$ cat src/rtl/hop_cnt_stamper.sv
// Output-port hop-count stamper: increments (saturating) the hop field of head flits,
// checks packet framing, and buffers flits in a 2-entry skid buffer.
// Optional statistics counters are enabled with `define HOP_CNT_STAMPER_STATS_EN.
module hop_cnt_stamper #(
    parameter int FLIT_W    = 16,
    parameter int FLIT_ID_W = 2,
    parameter int HOP_CNT_W = 3
) (
    input  logic              clk_i,
    input  logic              rst_i,
    input  logic [FLIT_W-1:0] data_i,
    input  logic              valid_i,
    output logic              ready_o,
    output logic [FLIT_W-1:0] data_o,
    output logic              valid_o,
    input  logic              ready_i,
    output logic              hop_sat_o,
    output logic              proto_err_o,
    output logic              in_pkt_o
`ifdef HOP_CNT_STAMPER_STATS_EN
    ,
    output logic [15:0]       pkt_cnt_o,
    output logic [15:0]       sat_cnt_o
`endif
);

    localparam int TYPE_MSB = FLIT_W - 1;
    localparam int HOP_MSB  = FLIT_W - FLIT_ID_W - 1;

    localparam logic [FLIT_ID_W-1:0] TYPE_TAIL      = FLIT_ID_W'(1);
    localparam logic [FLIT_ID_W-1:0] TYPE_HEAD      = FLIT_ID_W'(2);
    localparam logic [FLIT_ID_W-1:0] TYPE_HEAD_TAIL = FLIT_ID_W'(3);

    typedef enum logic {
        IDLE = 1'b0,
        PKT  = 1'b1
    } state_t;

    state_t              state;
    logic [FLIT_W-1:0]   main_data;
    logic                main_vld;
    logic [FLIT_W-1:0]   skid_data;
    logic                skid_vld;

    logic [FLIT_ID_W-1:0] flit_type;
    logic [HOP_CNT_W-1:0] hop;
    logic                 is_head;
    logic                 is_tail;
    logic                 hop_max;
    logic                 drop;
    logic                 frame_err;
    logic                 accept;
    logic                 fwd;
    logic                 xfer;
    logic [FLIT_W-1:0]    stamped;

    // Handshake: a flit moves on a side only in a cycle where both its valid and ready
    // are high; valid_o/data_o stay stable until taken, and ready_o depends only on
    // the skid register so there is no combinational path from ready_i.
    assign ready_o  = ~skid_vld;
    assign valid_o  = main_vld;
    assign data_o   = main_data;
    assign in_pkt_o = (state == PKT);

    assign accept = valid_i & ready_o;
    assign fwd    = accept & ~drop;
    assign xfer   = main_vld & ready_i;

    always_comb begin
        flit_type = data_i[TYPE_MSB -: FLIT_ID_W];
        hop       = data_i[HOP_MSB -: HOP_CNT_W];
        is_head   = (flit_type == TYPE_HEAD) || (flit_type == TYPE_HEAD_TAIL);
        is_tail   = (flit_type == TYPE_TAIL) || (flit_type == TYPE_HEAD_TAIL);
        hop_max   = &hop;
        drop      = (state == IDLE) && !is_head;
        frame_err = drop || ((state == PKT) && is_head);
        stamped   = data_i;
        if (is_head && !hop_max) begin
            stamped[HOP_MSB -: HOP_CNT_W] = hop + HOP_CNT_W'(1);
        end
    end

    always_ff @(posedge clk_i) begin
        if (rst_i) begin
            state       <= IDLE;
            main_data   <= '0;
            main_vld    <= 1'b0;
            skid_data   <= '0;
            skid_vld    <= 1'b0;
            hop_sat_o   <= 1'b0;
            proto_err_o <= 1'b0;
        end else begin
            hop_sat_o   <= accept & is_head & hop_max;
            proto_err_o <= accept & frame_err;

            if (fwd) begin
                state <= is_tail ? IDLE : PKT;
            end

            // Skid only fills while main is stalled; accept is blocked while skid is full.
            if (xfer) begin
                if (skid_vld) begin
                    main_data <= skid_data;
                    skid_vld  <= 1'b0;
                end else if (fwd) begin
                    main_data <= stamped;
                end else begin
                    main_vld <= 1'b0;
                end
            end else if (fwd) begin
                if (!main_vld) begin
                    main_data <= stamped;
                    main_vld  <= 1'b1;
                end else begin
                    skid_data <= stamped;
                    skid_vld  <= 1'b1;
                end
            end
        end
    end

`ifdef HOP_CNT_STAMPER_STATS_EN
    always_ff @(posedge clk_i) begin
        if (rst_i) begin
            pkt_cnt_o <= '0;
            sat_cnt_o <= '0;
        end else begin
            if (accept && is_head) begin
                pkt_cnt_o <= pkt_cnt_o + 16'd1;
            end
            if (accept && is_head && hop_max && (sat_cnt_o != 16'hFFFF)) begin
                sat_cnt_o <= sat_cnt_o + 16'd1;
            end
        end
    end
`endif

endmodule

$ cat config.mk
export PLATFORM = sky130hd
export DESIGN_NAME = hop_cnt_stamper
export DESIGN_NICKNAME = d
export VERILOG_FILES = /design/src/rtl/hop_cnt_stamper.sv
export SDC_FILE = /design/constraint.sdc
export NUM_CORES = 1
export LEC_CHECK = 0
export ABC_AREA = 1
export BUFFER_PORTS_ARGS = -buffer_cell sky130_fd_sc_hd__buf_2
export CORE_AREA = 2 2 61 63
export DETAILED_ROUTE_END_ITERATION = 10
export DIE_AREA = 0 0 63 65
export GPL_ROUTABILITY_DRIVEN = 0
export PLACE_DENSITY = 0.87
export SLEW_MARGIN = 20
export SYNTH_ARGS = -nofsm -noshare
export SYNTH_HDL_FRONTEND = slang
export SYNTH_SLANG_ARGS = --single-unit
$ cat constraint.sdc
create_clock -name clk_i -period 3.8 [get_ports clk_i]
set_clock_uncertainty 0.15 [all_clocks]
set_input_delay 0 -clock clk_i [delete_from_list [all_inputs] [get_ports clk_i]]
set_output_delay 0 -clock clk_i [all_outputs]
set_load 0.05 [all_outputs]
==> results of run 1 <==
==> metal layers <==
metal,vias up,GRT usage,part of all wire
li1,932,-,-
met1,806,0.2597,0.45
met2,51,0.3737,0.47
met3,15,0.04340,0.043
met4,0,0.1028,0.031
met5,-,0,0
==> layout by cell type, fill, tap and decap left out, drive strengths merged <==
cell	synthesis	final
inv	32	32
a21oi	5	5
o21ai	18	18
dfxtp	37	37
nand4	3	3
dlygate4sd3	0	22
nand3	10	10
clkbuf	4	7
ha	3	3
bufinv	0	1
nor4	1	1
nor3	1	1
nor2	63	63
nand2	84	84
buf	6	40
clkinv	1	1
==> area by class of cell <==
class	count	area [µm²]
inverter	33	123.9
multi-input combinational	188	804.5
clock buffer	7	55.05
tap	48	60.06
clock inverter	1	30.03
fill	321	1261
sequential	37	740.7
timing repair buffer	62	420.4
==> synthesized netlist by cell type (2+ instances only) <==
cell type | n | area [µm²]
sky130_fd_sc_hd__a21oi_1 | 5 | 25.02
sky130_fd_sc_hd__o21ai_0 | 18 | 90.09
sky130_fd_sc_hd__nand2_2 | 3 | 18.77
sky130_fd_sc_hd__nor2_1 | 62 | 232.7
sky130_fd_sc_hd__dfxtp_1 | 37 | 740.7
sky130_fd_sc_hd__inv_1 | 32 | 120.1
sky130_fd_sc_hd__buf_2 | 3 | 15.01
sky130_fd_sc_hd__nand3_1 | 8 | 40.04
sky130_fd_sc_hd__nand3_2 | 2 | 20.02
sky130_fd_sc_hd__clkbuf_1 | 4 | 15.01
sky130_fd_sc_hd__nand4_1 | 3 | 18.77
sky130_fd_sc_hd__nand2_1 | 81 | 304.0
sky130_fd_sc_hd__buf_4 | 2 | 15.01
sky130_fd_sc_hd__ha_1 | 3 | 37.54
==> stage by stage <==
stage / util / hold WS [ps]
floorplan: - / -80.93
global placement: 0.5519 / 65.52
detailed placement: 0.5519 / 74.78
CTS: 0.6392 / 8.281
global route: 0.6392 / 46.82
finish: 0.6392 / 10.46
==> tightest hold or removal path: cells and delay by family <==
kind                       cells  cell delay, ps
adders and majority gates      1             180
buffers and inverters          2             230
and+or+nand+nor                1              70
==> report_power, final <==
part / switching (mW) / leakage, nW / internal [mW]
Clock: 0.129 / 0.0455 / 0.157
Combinational: 0.137 / 0.860 / 0.0617
Sequential: 0.0124 / 0.302 / 0.410
==> state kept, by name (all words and copies together) (netlist names) <==
name         count
proto_err_o      1
in_pkt_o         1
valid_o          1
hop_sat_o        1
skid_data       16
data_o          16
skid_vld         1
==> cell families (layout without fill, tap and decap cells) <==
family          count (synthesis)  after routing  synth area share
flops                          37             37            0.4293
fa+ha+maj                       3              3           0.02176
simple gates                  162            162            0.3778
buf+inv                        43            103            0.1044
compound gates                 23             23           0.06671
==> worst max path at each step <==
stage	start	to	slack [ps]	cells after the start
after floorplan	in_pkt_o	data_o[0]	1830	10
after global placement	valid_o	data_o[0]	1790	5
after detailed placement	valid_o	data_o[0]	1660	5
after CTS	data_i[11]	skid_data[12]	1290	11
after global routing	data_i[11]	skid_data[12]	1070	11
final	data_i[11]	skid_data[12]	1210	11
==> timing repair <==
action                                  CTS  global route
hold buffers                             22             0
hold endpoints to repair                 34             0
endpoints found under the setup margin    0             0
==> summary by stage, run 1 <==
Clock tree
The tree is rooted in a sky130_fd_sc_hd__clkbuf_4. Buffers added to address setup during post-CTS repair amount to 0. The quantity of gates resized following cts is 0. The number of buffers created by CTS is 5. Clock-pin slew was measured on the worst setup and hold paths at between 100 and 150 ps. The maximum count of clock buffers along a single path is 2. The later pin in the worst-skew pair is clocked with a latency of 340 ps. The count of H-tree levels built during CTS is 2. The TritonCTS sink count is 37. The TritonCTS clock tree is yes.

Yosys
The number of synthesized register bits is 37. Synthesis produced 268 cells. The primary flip-flop cell chosen by synthesis mapping is sky130_fd_sc_hd__dfxtp_1. The number of nets in the synthesized netlist is 291. The count of cell types in the netlist is 19. The post-synthesis average cell area is 6.438 µm². Counting flops with an async set or reset pin after synthesis yields a share of 0.

The proportion of synthesized chip area in sequential cells is 0.4293. The mapped netlist covers 0.001725 mm². The synthesis warning total is 0. The count of flip-flops with a built-in enable after synthesis is 0.

Floorplan
The floorplan has 22 rows. In this run the count of I/O pins placed on the die edge is 41. The die covers 0.004095 mm². The floorplan die width is roughly 63 µm.

The starting density of the core is 0.4936. The die is 65 µm tall. The core area is 0.003496 mm².

Setup path
The cell repeated most along the worst path is sky130_fd_sc_hd__dlygate4sd3_1. The worst register-to-register path has a depth of 8. The register-to-register setup slack is 1390 ps. In this run the critical register-to-register path is launched from in_pkt_o. The cell type of the slowest stage on the worst timing path is sky130_fd_sc_hd__dlygate4sd3_1. The reg-to-reg critical path endpoint is skid_data[12]. The count of buffering cells on the critical path with inverters included is 5. The largest fanout of any net on the critical path is 5. At the worst endpoint, the arrival time is 2720 ps.

STA puts the critical path data required time at 3920 ps. Walking the worst path, the cells encountered are dlygate4sd3_1 -> buf_2 -> ha_1 -> ha_1 -> inv_1 -> nand2_1 -> nand2_1 -> dlygate4sd3_1 -> nand3_1 -> dlygate4sd3_1 -> a21oi_1. The endpoint type of the worst setup path is a register.

The worst setup path is of the in2reg kind. The delay of the slowest cell on the worst path is 600 ps. The kind of cell with the highest combined delay along the critical path is buffers and inverters.

STA classifies the critical path startpoint as a primary input.

Min path
The worst hold-check path type is in2reg. For hold timing, the worst endpoint is hop_sat_o. In this run the most critical hold path is launched from data_i[13]. The worst hold path passes through 4 cells.

Drt
After the first detailed-routing iteration, the DRC count stood at 124. The wire length per cell after detailed routing is about 11 µm. Once detail routing completed, the nets flagged for antenna violations numbered 0.

For this run, design rule violations remaining after detail routing come to 0. Detailed routing inserted a total of ~1800 vias. Using the TritonRoute via totals, the vias-per-cell ratio works out to 4.798. The first detailed-routing pass took 4 iterations. Summed over all layers, the routed wires come to 3997 µm.

STA
The count of final max-slew check failures was 0. The total negative slack is 0 ps. The worst slew margin relative to its limit is 0.4158. Setup repair after global routing left no endpoint under its margin. Timing would allow up to 385.4 MHz. The number of setup violations in the final report is 0. The minimum clock period is 2595 ps. The final hold violation count came to 0. The pin slew with the least headroom to its limit is 874.2 ps.

The final worst-path cycle share is 0.6829. Once routing completed, OpenROAD measured the worst setup slack at around 1200 ps.

Power and ir drop
The post-route total power is 0.9077 mW. IR analysis of the VDD net gives a maximum drop of 0.0001673 V. The total leakage power is 1.208 nW. The areal power density over the cells is 406.2 mW/mm².

Global route
Entering global routing, the biggest net connects 34 pins. The sum of overflow across all layers after global routing is 0. The initial antenna violation count is 0. The number of global-route vias before repair is 1668.

The first global-routing pass estimated a little over 7000 µm of wire. Across every metal layer, demand over resource in global routing totals 0.2172.

Placed design
The number of placed cells counting well taps is 346. After legalization and detailed placement, the total HPWL measured 2503 µm. The worst setup slack before clock tree synthesis is 1662 ps. Summing all placed instances gives a cell area of just under 0.002 mm². The port buffer count is 40.

Outcome
The flow ran to the end, and the final reports show no timing, DRC or antenna violations.

Layout
The final layout contains 350 nets. The count of cells in the finished layout, fillers not included, comes to 376. The finished cells cover 0.002235 mm².

The area growth from synthesis to final layout is 29.51%. The fraction of final layout cells with drive strength greater than 1 is 0.1616. The number of antenna diodes in the final layout is 0.

Job
The max-capacitance violation count is 0.
No activity file was read; power rests on OpenSTA's default activity.
==> run 2, diff against run 1 <==
Clock period 3.8 ns to 2.4 ns, I/O delays scaled along.
==> run 2 against run 1 <==
Effect of this change: clock power is 14% higher; utilization fell by 0.47 points; sequential cell count unchanged; clock-buffer cell count unchanged; sequential share of layout area increased by 0.24 points; die area did not move; power rose by 45%; final cell count unchanged; critical path type unchanged.
==> summary by stage, run 2 (synthesized netlist as in run 1, its figures left out) <==
STA
The final hold violation count was 0. The highest attainable clock frequency is 448.0 MHz. After routing, the total negative slack on setup checks comes to 0 ps. For the pin with the worst max-slew slack, the measured transition is 464.0 ps. The minimum clock period is 2232 ps. Setup violations remaining at the end of the flow were counted as 0. Setup repair after global routing left no endpoint under its margin.

Hold is met by 62.14 ps. The worst slew margin relative to its limit is 0.6888. The count of final max-slew check failures came to 0. The final worst-path cycle share is 0.9301.

Floorplan
The die covers 0.004095 mm². For this configuration, the core starts out at a cell density of 0.4936. The row count is 22. The core area is 0.003496 mm². The floorplan die width is 63 µm. The die outline height is about 65 µm. For this design the top-level I/O count stands at 41.

Drt
The number of iterations in the first detailed-routing pass is 4. The number of design rule violations left after detail routing is 0. After detailed routing, the average wire length per cell comes to 10.73 µm. The vias per cell is 4.622. The first-iteration detailed-routing DRC count is slightly below 100. Across all layers, the routed design uses 1738 vias. The routed design has 4035 µm of wire. The detail route stage leaves a number of antenna-violating nets equal to 0.

Setup path
STA puts the critical path data arrival time at 2370 ps. The largest fanout of any net on the critical path is 16. The required time of the critical path is between 2000 and 3000 ps. The element type at the critical path start is a primary input. The worst setup path is of the in2reg kind.

The delay of the slowest cell on the worst path is between 500 and 600 ps. Traced cell by cell, the critical path runs through dlygate4sd3_1 -> buf_2 -> inv_1 -> ha_1 -> inv_1 -> nand3_2 -> inv_1 -> nand2_2 -> nand2_1 -> a21oi_1 -> dlygate4sd3_1. The most numerous cell type found on the critical path is sky130_fd_sc_hd__inv_1. The worst setup path is captured at a register. Among all stages on the critical path, the largest delay is contributed by sky130_fd_sc_hd__dlygate4sd3_1.

Clock tree
The clock latency reported for the late side of the worst-skew pair is 340 ps. The library cell used as clock root buffer is sky130_fd_sc_hd__clkbuf_4. The longest clock path from root to sink contains 2 buffers. The count of H-tree levels built during CTS is 2. Clock-pin slew was measured on the worst setup and hold paths at 100 ps. The TritonCTS sink count is 37. The TritonCTS clock tree is yes. The post-CTS setup-driven buffer insertion count is 0. In this run, CTS created clock tree buffers numbering 5.

Global route
The initial antenna violation count came to 0. The total routing usage reported by global routing is 0.2192. The number of global-route vias before repair is ~1600.

After global routing the overflow that remains totals 0. The first global-routing pass estimated 7100 µm of wire. The maximum number of pins on one net before global-route repair is 30.

Placed design
After legalization and detailed placement, the total HPWL measured 2547 µm. The port buffer count is 40. Once placement finished, the instance area stood at 0.001944 mm².

Min path
The worst hold-check path type is in2reg.

Layout
The area growth from synthesis to final layout is 28.57%. The fraction of final layout cells with drive strength greater than 1 is 0.1707. In the layout the commonest cells are 81 x sky130_fd_sc_hd__nand2_1, 62 x sky130_fd_sc_hd__nor2_1, 40 x sky130_fd_sc_hd__buf_2, 37 x sky130_fd_sc_hd__dfxtp_1, 31 x sky130_fd_sc_hd__inv_1. The library cell used most frequently in the layout, excluding fill and tap cells, is sky130_fd_sc_hd__nand2_1. The repair_antennas step left the layout with diodes totalling 0. The final design instance area without fill is 0.002218 mm². In the final design database the tool counted 351 nets.

The utilization of the core after routing is 0.6346.

Power and ir drop
The maximum resistive drop on vdd is 0.0002760 V. Power spread over the standard cell area amounts to 592.1 mW/mm². In this run the static leakage power is 1.202 nW.

Total power for the finished layout comes to approximately 1.3 mW.

Job
Across the run, the number of max-cap violations was 0.

Outcome
The run finished with clean final reports.
[run 2: layout make-up]
type | count | area (µm²)
Multi-Input combinational cell | 188 | 813.3
Inverter | 33 | 123.9
Clock buffer | 7 | 55.05
Sequential cell | 37 | 740.7
Tap cell | 48 | 60.06
Fill cell | 323 | 1277
Timing Repair Buffer | 63 | 425.4
[run 2: metal layers]
metal | track usage | share of wire | vias to the layer above
met3 | 0.04688 | 0.042 | 13
li1 | - | - | 931
met4 | 0.09167 | 0.028 | 0
met1 | 0.2503 | 0.45 | 753
met5 | 0 | 0 | -
met2 | 0.3949 | 0.48 | 41
[run 2: worst paths after layout]
| kind | cells after the start | slack, ps | end | startpoint |
|---|---|---|---|---|
| setup / recovery | 11 | 170 | skid_data[12] | data_i[15] |
| setup reg to reg | 8 | 200 | skid_data[12] | in_pkt_o |
| hold / removal | 7 | 60 | data_o[12] | data_i[12] |
| hold reg to reg | 2 | 340 | in_pkt_o | in_pkt_o |
[run 2: timing repair]
action,4_1_cts,5_1_grt
setup endpoints to repair,0,2
hold buffers,22,0
hold endpoints to repair,33,0
resized for setup,0,3
[run 2: critical path: cells and delay by family]
kind	cells	cell delay [ps]
AO/OA/AOI/OAI	1	200
adder cells (fa/ha/maj)	1	150
buffers and inverters	6	1480
AND/OR/NAND/NOR	3	530
[run 2: where the power goes]
part | internal (mW) | switching, mW | leakage, nW
Clock | 0.138 | 0.188 | 0.0314
Sequential | 0.649 | 0.0195 | 0.302
Combinational | 0.0997 | 0.219 | 0.868
[run 2: stage by stage]
step                      setup slack, ps  cells
after floorplan                     430.3    268
after global placement              721.0    348
after detailed placement            657.0    348
after CTS                           82.49    377
after global routing                47.51    376
final                               167.8    376
